File: src/rtl/alu_cmd_driver_pkg.sv
// Shared types for the alu_seq command driver.
// Covers opcodes, queued request records and driver FSM states.
package alu_cmd_driver_pkg;

    typedef enum logic [1:0] {
        ADD,
        SUB,
        MULT,
        DIV
    } opcode_e;

    typedef struct packed {
        byte     op1;
        byte     op2;
        opcode_e opc;
    } alu_req_t;

    typedef enum logic [1:0] {
        DRV_IDLE,
        DRV_WAIT,
        DRV_HOLD
    } drv_state_e;

    function automatic logic is_div0(alu_req_t r);
        return (r.opc == DIV) && (r.op2 == 8'sd0);
    endfunction

endpackage

File: src/rtl/alu_cmd_driver_if.sv
// Request/response handshake bundle between host and alu_cmd_driver.
// The master side is the host; the slave side is the driver.
interface alu_cmd_driver_if;
    import alu_cmd_driver_pkg::*;

    logic    req_valid;
    logic    req_ready;
    byte     req_op1;
    byte     req_op2;
    opcode_e req_opcode;

    logic    rsp_valid;
    logic    rsp_ready;
    byte     rsp_data;
    opcode_e rsp_opcode;
    logic    rsp_div0;

    modport master (
        output req_valid, req_op1, req_op2, req_opcode, rsp_ready,
        input  req_ready, rsp_valid, rsp_data, rsp_opcode, rsp_div0
    );

    modport slave (
        input  req_valid, req_op1, req_op2, req_opcode, rsp_ready,
        output req_ready, rsp_valid, rsp_data, rsp_opcode, rsp_div0
    );

endinterface

File: src/rtl/alu_cmd_driver_fifo.sv
// Request queue for alu_cmd_driver: power-of-two depth, full/empty flags.
// Writes while full and reads while empty are ignored.
module alu_req_fifo
    import alu_cmd_driver_pkg::*;
#(
    parameter int DEPTH = 4
) (
    input  logic     clk,
    input  logic     rst,
    input  logic     push,
    input  alu_req_t din,
    input  logic     pop,
    output alu_req_t dout,
    output logic     full,
    output logic     empty
);

    localparam int AW = $clog2(DEPTH);
    localparam int CW = AW + 1;

    alu_req_t        mem [DEPTH];
    logic [AW-1:0]   wr_ptr;
    logic [AW-1:0]   rd_ptr;
    logic [CW-1:0]   count;
    logic            push_ok;
    logic            pop_ok;

    assign full    = (count == CW'(DEPTH));
    assign empty   = (count == '0);
    assign push_ok = push && !full;
    assign pop_ok  = pop && !empty;
    assign dout    = mem[rd_ptr];

    always_ff @(posedge clk) begin
        if (push_ok) mem[wr_ptr] <= din;
    end

    always_ff @(posedge clk or negedge rst) begin
        if (!rst) begin
            wr_ptr <= '0;
            rd_ptr <= '0;
            count  <= '0;
        end else begin
            if (push_ok) wr_ptr <= wr_ptr + AW'(1);
            if (pop_ok)  rd_ptr <= rd_ptr + AW'(1);
            unique case ({push_ok, pop_ok})
                2'b10:   count <= count + CW'(1);
                2'b01:   count <= count - CW'(1);
                default: count <= count;
            endcase
        end
    end

endmodule

File: src/rtl/alu_cmd_driver.sv
// Queues ALU commands and issues them one at a time to alu_seq.
// DIV by zero is answered locally and never reaches the ALU.
module alu_cmd_driver
    import alu_cmd_driver_pkg::*;
#(
    parameter int FIFO_DEPTH = 4,
    parameter int ALU_LAT    = 1
) (
    input  logic               clk,
    input  logic               rst,
    alu_cmd_driver_if.slave    bus,
    output byte                alu_operand1,
    output byte                alu_operand2,
    output opcode_e            alu_opcode,
    input  byte                alu_out,
    output logic               busy
);

    localparam int CNTW = (ALU_LAT < 1) ? 1 : $clog2(ALU_LAT + 1);

    drv_state_e      state, nxt;
    alu_req_t        head;
    logic            full, empty, pop;
    logic [CNTW-1:0] cnt, cnt_d;
    byte             op1_d, op2_d, rd_d;
    opcode_e         opc_d, ro_d;
    logic            rv_d, r0_d;
    logic            rsp_valid_q, rsp_div0_q;
    byte             rsp_data_q;
    opcode_e         rsp_opcode_q;

    assign pop = (state == DRV_IDLE) && !empty;

    alu_req_fifo #(.DEPTH(FIFO_DEPTH)) u_fifo (
        .clk   (clk),
        .rst   (rst),
        .push  (bus.req_valid),
        .din   ({bus.req_op1, bus.req_op2, bus.req_opcode}),
        .pop   (pop),
        .dout  (head),
        .full  (full),
        .empty (empty)
    );

    assign bus.req_ready  = !full;
    assign bus.rsp_valid  = rsp_valid_q;
    assign bus.rsp_data   = rsp_data_q;
    assign bus.rsp_opcode = rsp_opcode_q;
    assign bus.rsp_div0   = rsp_div0_q;
    assign busy           = !empty || (state != DRV_IDLE);

    always_ff @(posedge clk or negedge rst) begin
        if (!rst) begin
            state        <= DRV_IDLE;
            cnt          <= '0;
            alu_operand1 <= '0;
            alu_operand2 <= '0;
            alu_opcode   <= ADD;
            rsp_valid_q  <= 1'b0;
            rsp_data_q   <= '0;
            rsp_div0_q   <= 1'b0;
            rsp_opcode_q <= ADD;
        end else begin
            state        <= nxt;
            cnt          <= cnt_d;
            alu_operand1 <= op1_d;
            alu_operand2 <= op2_d;
            alu_opcode   <= opc_d;
            rsp_valid_q  <= rv_d;
            rsp_data_q   <= rd_d;
            rsp_div0_q   <= r0_d;
            rsp_opcode_q <= ro_d;
        end
    end

    always_comb begin
        nxt = state;
        unique case (state)
            DRV_IDLE: if (!empty) nxt = is_div0(head) ? DRV_HOLD : DRV_WAIT;
            DRV_WAIT: if (cnt == '0) nxt = DRV_HOLD;
            DRV_HOLD: if (bus.rsp_ready) nxt = DRV_IDLE;
            default:  nxt = DRV_IDLE;
        endcase
    end

    // Next values of the registered alu_* and rsp_* outputs
    always_comb begin
        cnt_d = cnt;
        op1_d = alu_operand1;
        op2_d = alu_operand2;
        opc_d = alu_opcode;
        rv_d  = rsp_valid_q;
        rd_d  = rsp_data_q;
        r0_d  = rsp_div0_q;
        ro_d  = rsp_opcode_q;
        unique case (state)
            DRV_IDLE: begin
                if (!empty) begin
                    ro_d = head.opc;
                    if (is_div0(head)) begin
                        rd_d = '0;
                        r0_d = 1'b1;
                        rv_d = 1'b1;
                    end else begin
                        op1_d = head.op1;
                        op2_d = head.op2;
                        opc_d = head.opc;
                        cnt_d = CNTW'(ALU_LAT);
                    end
                end
            end
            DRV_WAIT: begin
                if (cnt == '0) begin
                    rd_d = alu_out;
                    r0_d = 1'b0;
                    rv_d = 1'b1;
                end else begin
                    cnt_d = cnt - CNTW'(1);
                end
            end
            DRV_HOLD: begin
                if (bus.rsp_ready) begin
                    rv_d  = 1'b0;
                    op1_d = '0;
                    op2_d = '0;
                    opc_d = ADD;
                end
            end
            default: ;
        endcase
    end

endmodule
File: src/flat_wrapper.sv
// flat-port wrapper written by rule: the top's interface ports become plain ports
module alu_cmd_driver_flat import alu_cmd_driver_pkg::*;
#(
    parameter int FIFO_DEPTH = 4,
    parameter int ALU_LAT    = 1
)
  (clk, rst, alu_operand1, alu_operand2, alu_opcode, alu_out, busy, bus_req_valid, bus_req_op1, bus_req_op2, bus_req_opcode, bus_rsp_ready, bus_req_ready, bus_rsp_valid, bus_rsp_data, bus_rsp_opcode, bus_rsp_div0);
  alu_cmd_driver_if bus_i ();
  input  logic clk;
  input  logic rst;
  output byte alu_operand1;
  output byte alu_operand2;
  output opcode_e alu_opcode;
  input  byte alu_out;
  output logic busy;
  input wire logic [$bits(bus_i.req_valid)-1:0] bus_req_valid;
  input wire logic [$bits(bus_i.req_op1)-1:0] bus_req_op1;
  input wire logic [$bits(bus_i.req_op2)-1:0] bus_req_op2;
  input wire logic [$bits(bus_i.req_opcode)-1:0] bus_req_opcode;
  input wire logic [$bits(bus_i.rsp_ready)-1:0] bus_rsp_ready;
  output wire logic [$bits(bus_i.req_ready)-1:0] bus_req_ready;
  output wire logic [$bits(bus_i.rsp_valid)-1:0] bus_rsp_valid;
  output wire logic [$bits(bus_i.rsp_data)-1:0] bus_rsp_data;
  output wire logic [$bits(bus_i.rsp_opcode)-1:0] bus_rsp_opcode;
  output wire logic [$bits(bus_i.rsp_div0)-1:0] bus_rsp_div0;
  assign bus_i.req_valid = bus_req_valid;
  assign bus_i.req_op1 = bus_req_op1;
  assign bus_i.req_op2 = bus_req_op2;
  assign bus_i.req_opcode = bus_req_opcode;
  assign bus_i.rsp_ready = bus_rsp_ready;
  assign bus_req_ready = bus_i.req_ready;
  assign bus_rsp_valid = bus_i.rsp_valid;
  assign bus_rsp_data = bus_i.rsp_data;
  assign bus_rsp_opcode = bus_i.rsp_opcode;
  assign bus_rsp_div0 = bus_i.rsp_div0;
  alu_cmd_driver #(.FIFO_DEPTH(FIFO_DEPTH), .ALU_LAT(ALU_LAT)) u_core (.clk(clk), .rst(rst), .bus(bus_i), .alu_operand1(alu_operand1), .alu_operand2(alu_operand2), .alu_opcode(alu_opcode), .alu_out(alu_out), .busy(busy));
endmodule
File: config.mk
export PLATFORM = sky130hd
export DESIGN_NAME = alu_cmd_driver_flat
export DESIGN_NICKNAME = d
export VERILOG_FILES = /design/src/rtl/alu_cmd_driver_pkg.sv /design/src/rtl/alu_cmd_driver_if.sv /design/src/rtl/alu_cmd_driver_fifo.sv /design/src/rtl/alu_cmd_driver.sv /design/src/flat_wrapper.sv
export SDC_FILE = /design/constraint.sdc
export NUM_CORES = 1
export LEC_CHECK = 0
export CORE_ASPECT_RATIO = 0.5
export CORE_UTILIZATION = 30
export CTS_CLUSTER_SIZE = 28
export DETAILED_ROUTE_END_ITERATION = 10
export SYNTH_ARGS = -nofsm -noshare
export SYNTH_HDL_FRONTEND = slang
export SYNTH_HIERARCHICAL = 1
export SYNTH_SLANG_ARGS = --single-unit
File: constraint.sdc
create_clock -name clk -period 3.4 [get_ports clk]
set_clock_uncertainty 0.2 [all_clocks]
set_input_delay 0.68 -clock clk [delete_from_list [all_inputs] [get_ports clk]]
set_output_delay 0.68 -clock clk [all_outputs]
set_load 0.02 [all_outputs]
==> summary.md <==
| Metric | Value |
|---|---|
| Area Growth Syn to Fin | 25.1% |
| Worst path cell trace | nor3_1 > nand2_1 > clkdlybuf4s50_1 |
| Worst-path fanout max | 5 |
| Pwr Total | 0.00508 W |
| CTS Hold Bufs | 0 |
| WP data arrival | 1.87 ns |
| PwrDens | 936 nW/um^2 |
| Synth Instances | 222 |
| FP Rows | 30 |
| Number of stages on the worst setup path | 3 |
| Initial Util | 31.4% |
| First-pass GRT wire length | 13.4 mm |
| Cell Area, Synth | 4340 um^2 |
| HPWL after detailed placement | 5.75 mm |
| DIE WIDTH | 172 um |
| Number of max-cap violations | 0 |
| Int Pwr | 0.00336 W |
| Post-layout min period | 2.75 ns |
| Port bufs | 61 |
| EDFF count, synth | 72 |
| Reg power frac | 41.8% |
| Leakage power of the design | 1.99 nW |
| Hold/Removal Path Class | primary input to asynchronous set/reset pin |
| Gpl congestion | 0.689 |
| I/O pins | 62 |
| Synth top area cells | edfxtp_1 50%, dfrtp_1 23%, mux4_2 9.3% |
| Synth unique cells | 39 |
| Sequential share of the synthesized area | 72.9% |
| Vias/cell | 4.58 |
| Hold WS | 0.272 ns |
| Final nets | 326 |
| # setup viols final | 0 |
| PostCTS Resize Cnt | 0 |
| TritonRoute pass-1 iters | 4 |
| Total wire length | 8.53 mm |
| Hold Vio Cnt, Final | 0 |
| Max IR drop VDD | 0.367 mV |
| GRT Overall Usage | 12.3% |
| H-tree depth | 3 |
| CTS max path bufs | 2 |
| Drt drc | 0 |
| Status | complete, no violations |
| Final Max Slew Viols | 0 |
| Clk slew on worst S/H paths | 0.07 ns |
| Clock sink total | 112 |
| Avg Synthesized Cell Area | 19.5 um^2 |
| Met1 wire length | 3.95 mm |
| Primary FF master, synth | edfxtp_1 |
| Cell taking the most area after synthesis | edfxtp_1 |
| WP buf/inv | 1 |
| Top routing layer in use | met4 |
| Share of total power in the clock network | 19.8% |
| Post-CTS Setup Repair Bufs | 0 |
| Rel. slew slack | 38.6% |
| Full die area | 15,000 um^2 |
| Layout cell share with drive strength beyond 1 | 18.6% |
| Commonest non-fill, non-tap cells in the layout | 72 x edfxtp_1, 60 x clkdlybuf4s50_1, 40 x dfrtp_1 |
| Core footprint | 13,800 um^2 |
| Fin crit share | 81.0% |
| Final TNS setup | 0 ns |
| Number of global-route vias before repair | 2,388 |
| CTS tree | built |
| R2R cell count | 10 |
| Most common cell after layout, fill and taps aside | edfxtp_1 |
| Crit Path Category | flop to output port |
| Sw frac | 33.8% |
| Async SR Flop Fraction | 35.7% |
| Inserted Diodes | 0 |
| Fmax | 363 MHz |
| Critical Path RT | 2.52 ns |
| Crit-path max cell delay | 0.57 ns |
| Post-DR wirelength/cell | 17.5 um |
| Number of antenna violations at the first check in global routing | 0 |
| WL met3 | 345 um |
| Worst-path cell with the longest stage delay | clkdlybuf4s50_1 |
| Initial DRC count | 159 |
| Critical path's top delay family | buffers and inverters |
| Chip height | 87.0 um |
| Via Count | 2,232 |
| Yosys warning count | 6 |
| Yosys reg bits | 112 |
| RSZ-0062 raised after global routing | false |
| Maximum number of pins on one net before global-route repair | 41 |
| Logic pwr share | 38.4% |
| Syn Nets | 258 |
| Fillcell total | 1,278 |
| Number of routed nets with antenna violations | 0 |
| Num CTS Buffers | 9 |
| Worst skew pair latency | 0.35 ns |
| Slew at the pin with the worst max-slew slack | 0.921 ns |
| Met2 wire len | 4.16 mm |
| NetSw | 0.00172 W |
| Crit path launch type | flop |
| Synth top area share | 49.8% |
| CTS root buffer | clkbuf_16 |
| GRT overflow | 0 |
| Crit path capture type | output port |
-- power groups by stage --
| stage | Sequential [W] | Combinational (W) | Clock, W |
|---|---|---|---|
| floorplan | 0.00226 | 0.00116 | 0 |
| detailed placement | 0.00215 | 0.00198 | 0 |
| CTS | 0.00213 | 0.00198 | 0.00103 |
| global route | 0.00217 | 0.00211 | 0.00107 |
| global placement | 0.00214 | 0.00192 | 0 |
| finish | 0.00212 | 0.00195 | 0.00100 |
-- layer usage --
| metal | global-route usage (%) | up-vias |
|---|---|---|
| met2 | 20.2 | 40 |
| met4 | 4.10 | 0 |
| met5 | 0 | - |
| li1 | - | 1001 |
| met3 | 3.23 | 6 |
| met1 | 16.0 | 1185 |
-- per-stage QoR --
step | util (%) | setup WS (ns) | cell area (um^2) | instances
3_3_place_gp | 37.2 | 0.786 | 5140 | 471
4_1_cts | 39.3 | 0.628 | 5430 | 487
6_report | 39.3 | 0.645 | 5430 | 487
2_1_floorplan | - | 0.926 | 4340 | 222
3_5_place_dp | 37.2 | 0.689 | 5140 | 471
5_1_grt | 39.3 | 0.487 | 5430 | 487
-- final timing paths --
check	endpoint	start	slack [ns]
setup reg to reg	u_core/u_fifo/count[2]	u_core/u_fifo/count[0]	0.67
hold reg to reg	u_core/bus.rsp_data[1]	u_core/bus.rsp_data[1]	0.30
min in group clk	u_core/bus.rsp_data[1]	u_core/bus.rsp_data[1]	0.30
setup / recovery	busy	u_core/u_fifo/count[0]	0.65
hold / removal	u_core/bus.rsp_opcode[1]	rst	0.27
max in group asynchronous	u_core/u_fifo/wr_ptr[1]	rst	2.16
-- kinds of logic (layout without fill, tap and decap cells) --
logic type,count (synthesis),in the layout,synth area share (%)
buffers and inverters,17,90,2.48
DFF,112,112,72.9
AOI/OAI and AO/OA,31,31,6.32
adders and majority gates,6,6,1.90
muxes,23,23,10.7
xor gates and xnor gates,6,6,1.21
and+or+nand+nor,27,27,4.50
-- synthesized netlist by cell type, drive strengths merged (2+ instances only) --
master	n
ha	5
edfxtp	72
and2	5
mux2	3
a22o	26
mux4	18
nor3b	2
a21oi	2
nor2	8
dfrtp	40
xor2	3
nand2	3
buf	7
inv	8
mux2i	2
or3	2
xnor2	3
-- layout make-up --
class	instances	area (um^2)	area share [%]
Tap cell	192	240	4.43
Multi-Input combinational cell	93	1070	19.7
Clock buffer	10	229	4.22
Sequential cell	112	3160	58.3
Inverter	9	38.8	0.715
Clock inverter	6	51.3	0.946
Timing Repair Buffer	65	636	11.7
-- registers in the layout (all words and copies together), names as in the netlist, 3 cells and up --
signal	count
u_core/u_fifo/mem	72
u_core/alu_operand1	8
u_core/alu_operand2	8
u_core/bus.rsp_data	8
u_core/u_fifo/count	3
Power figures use the tool's default switching activity.
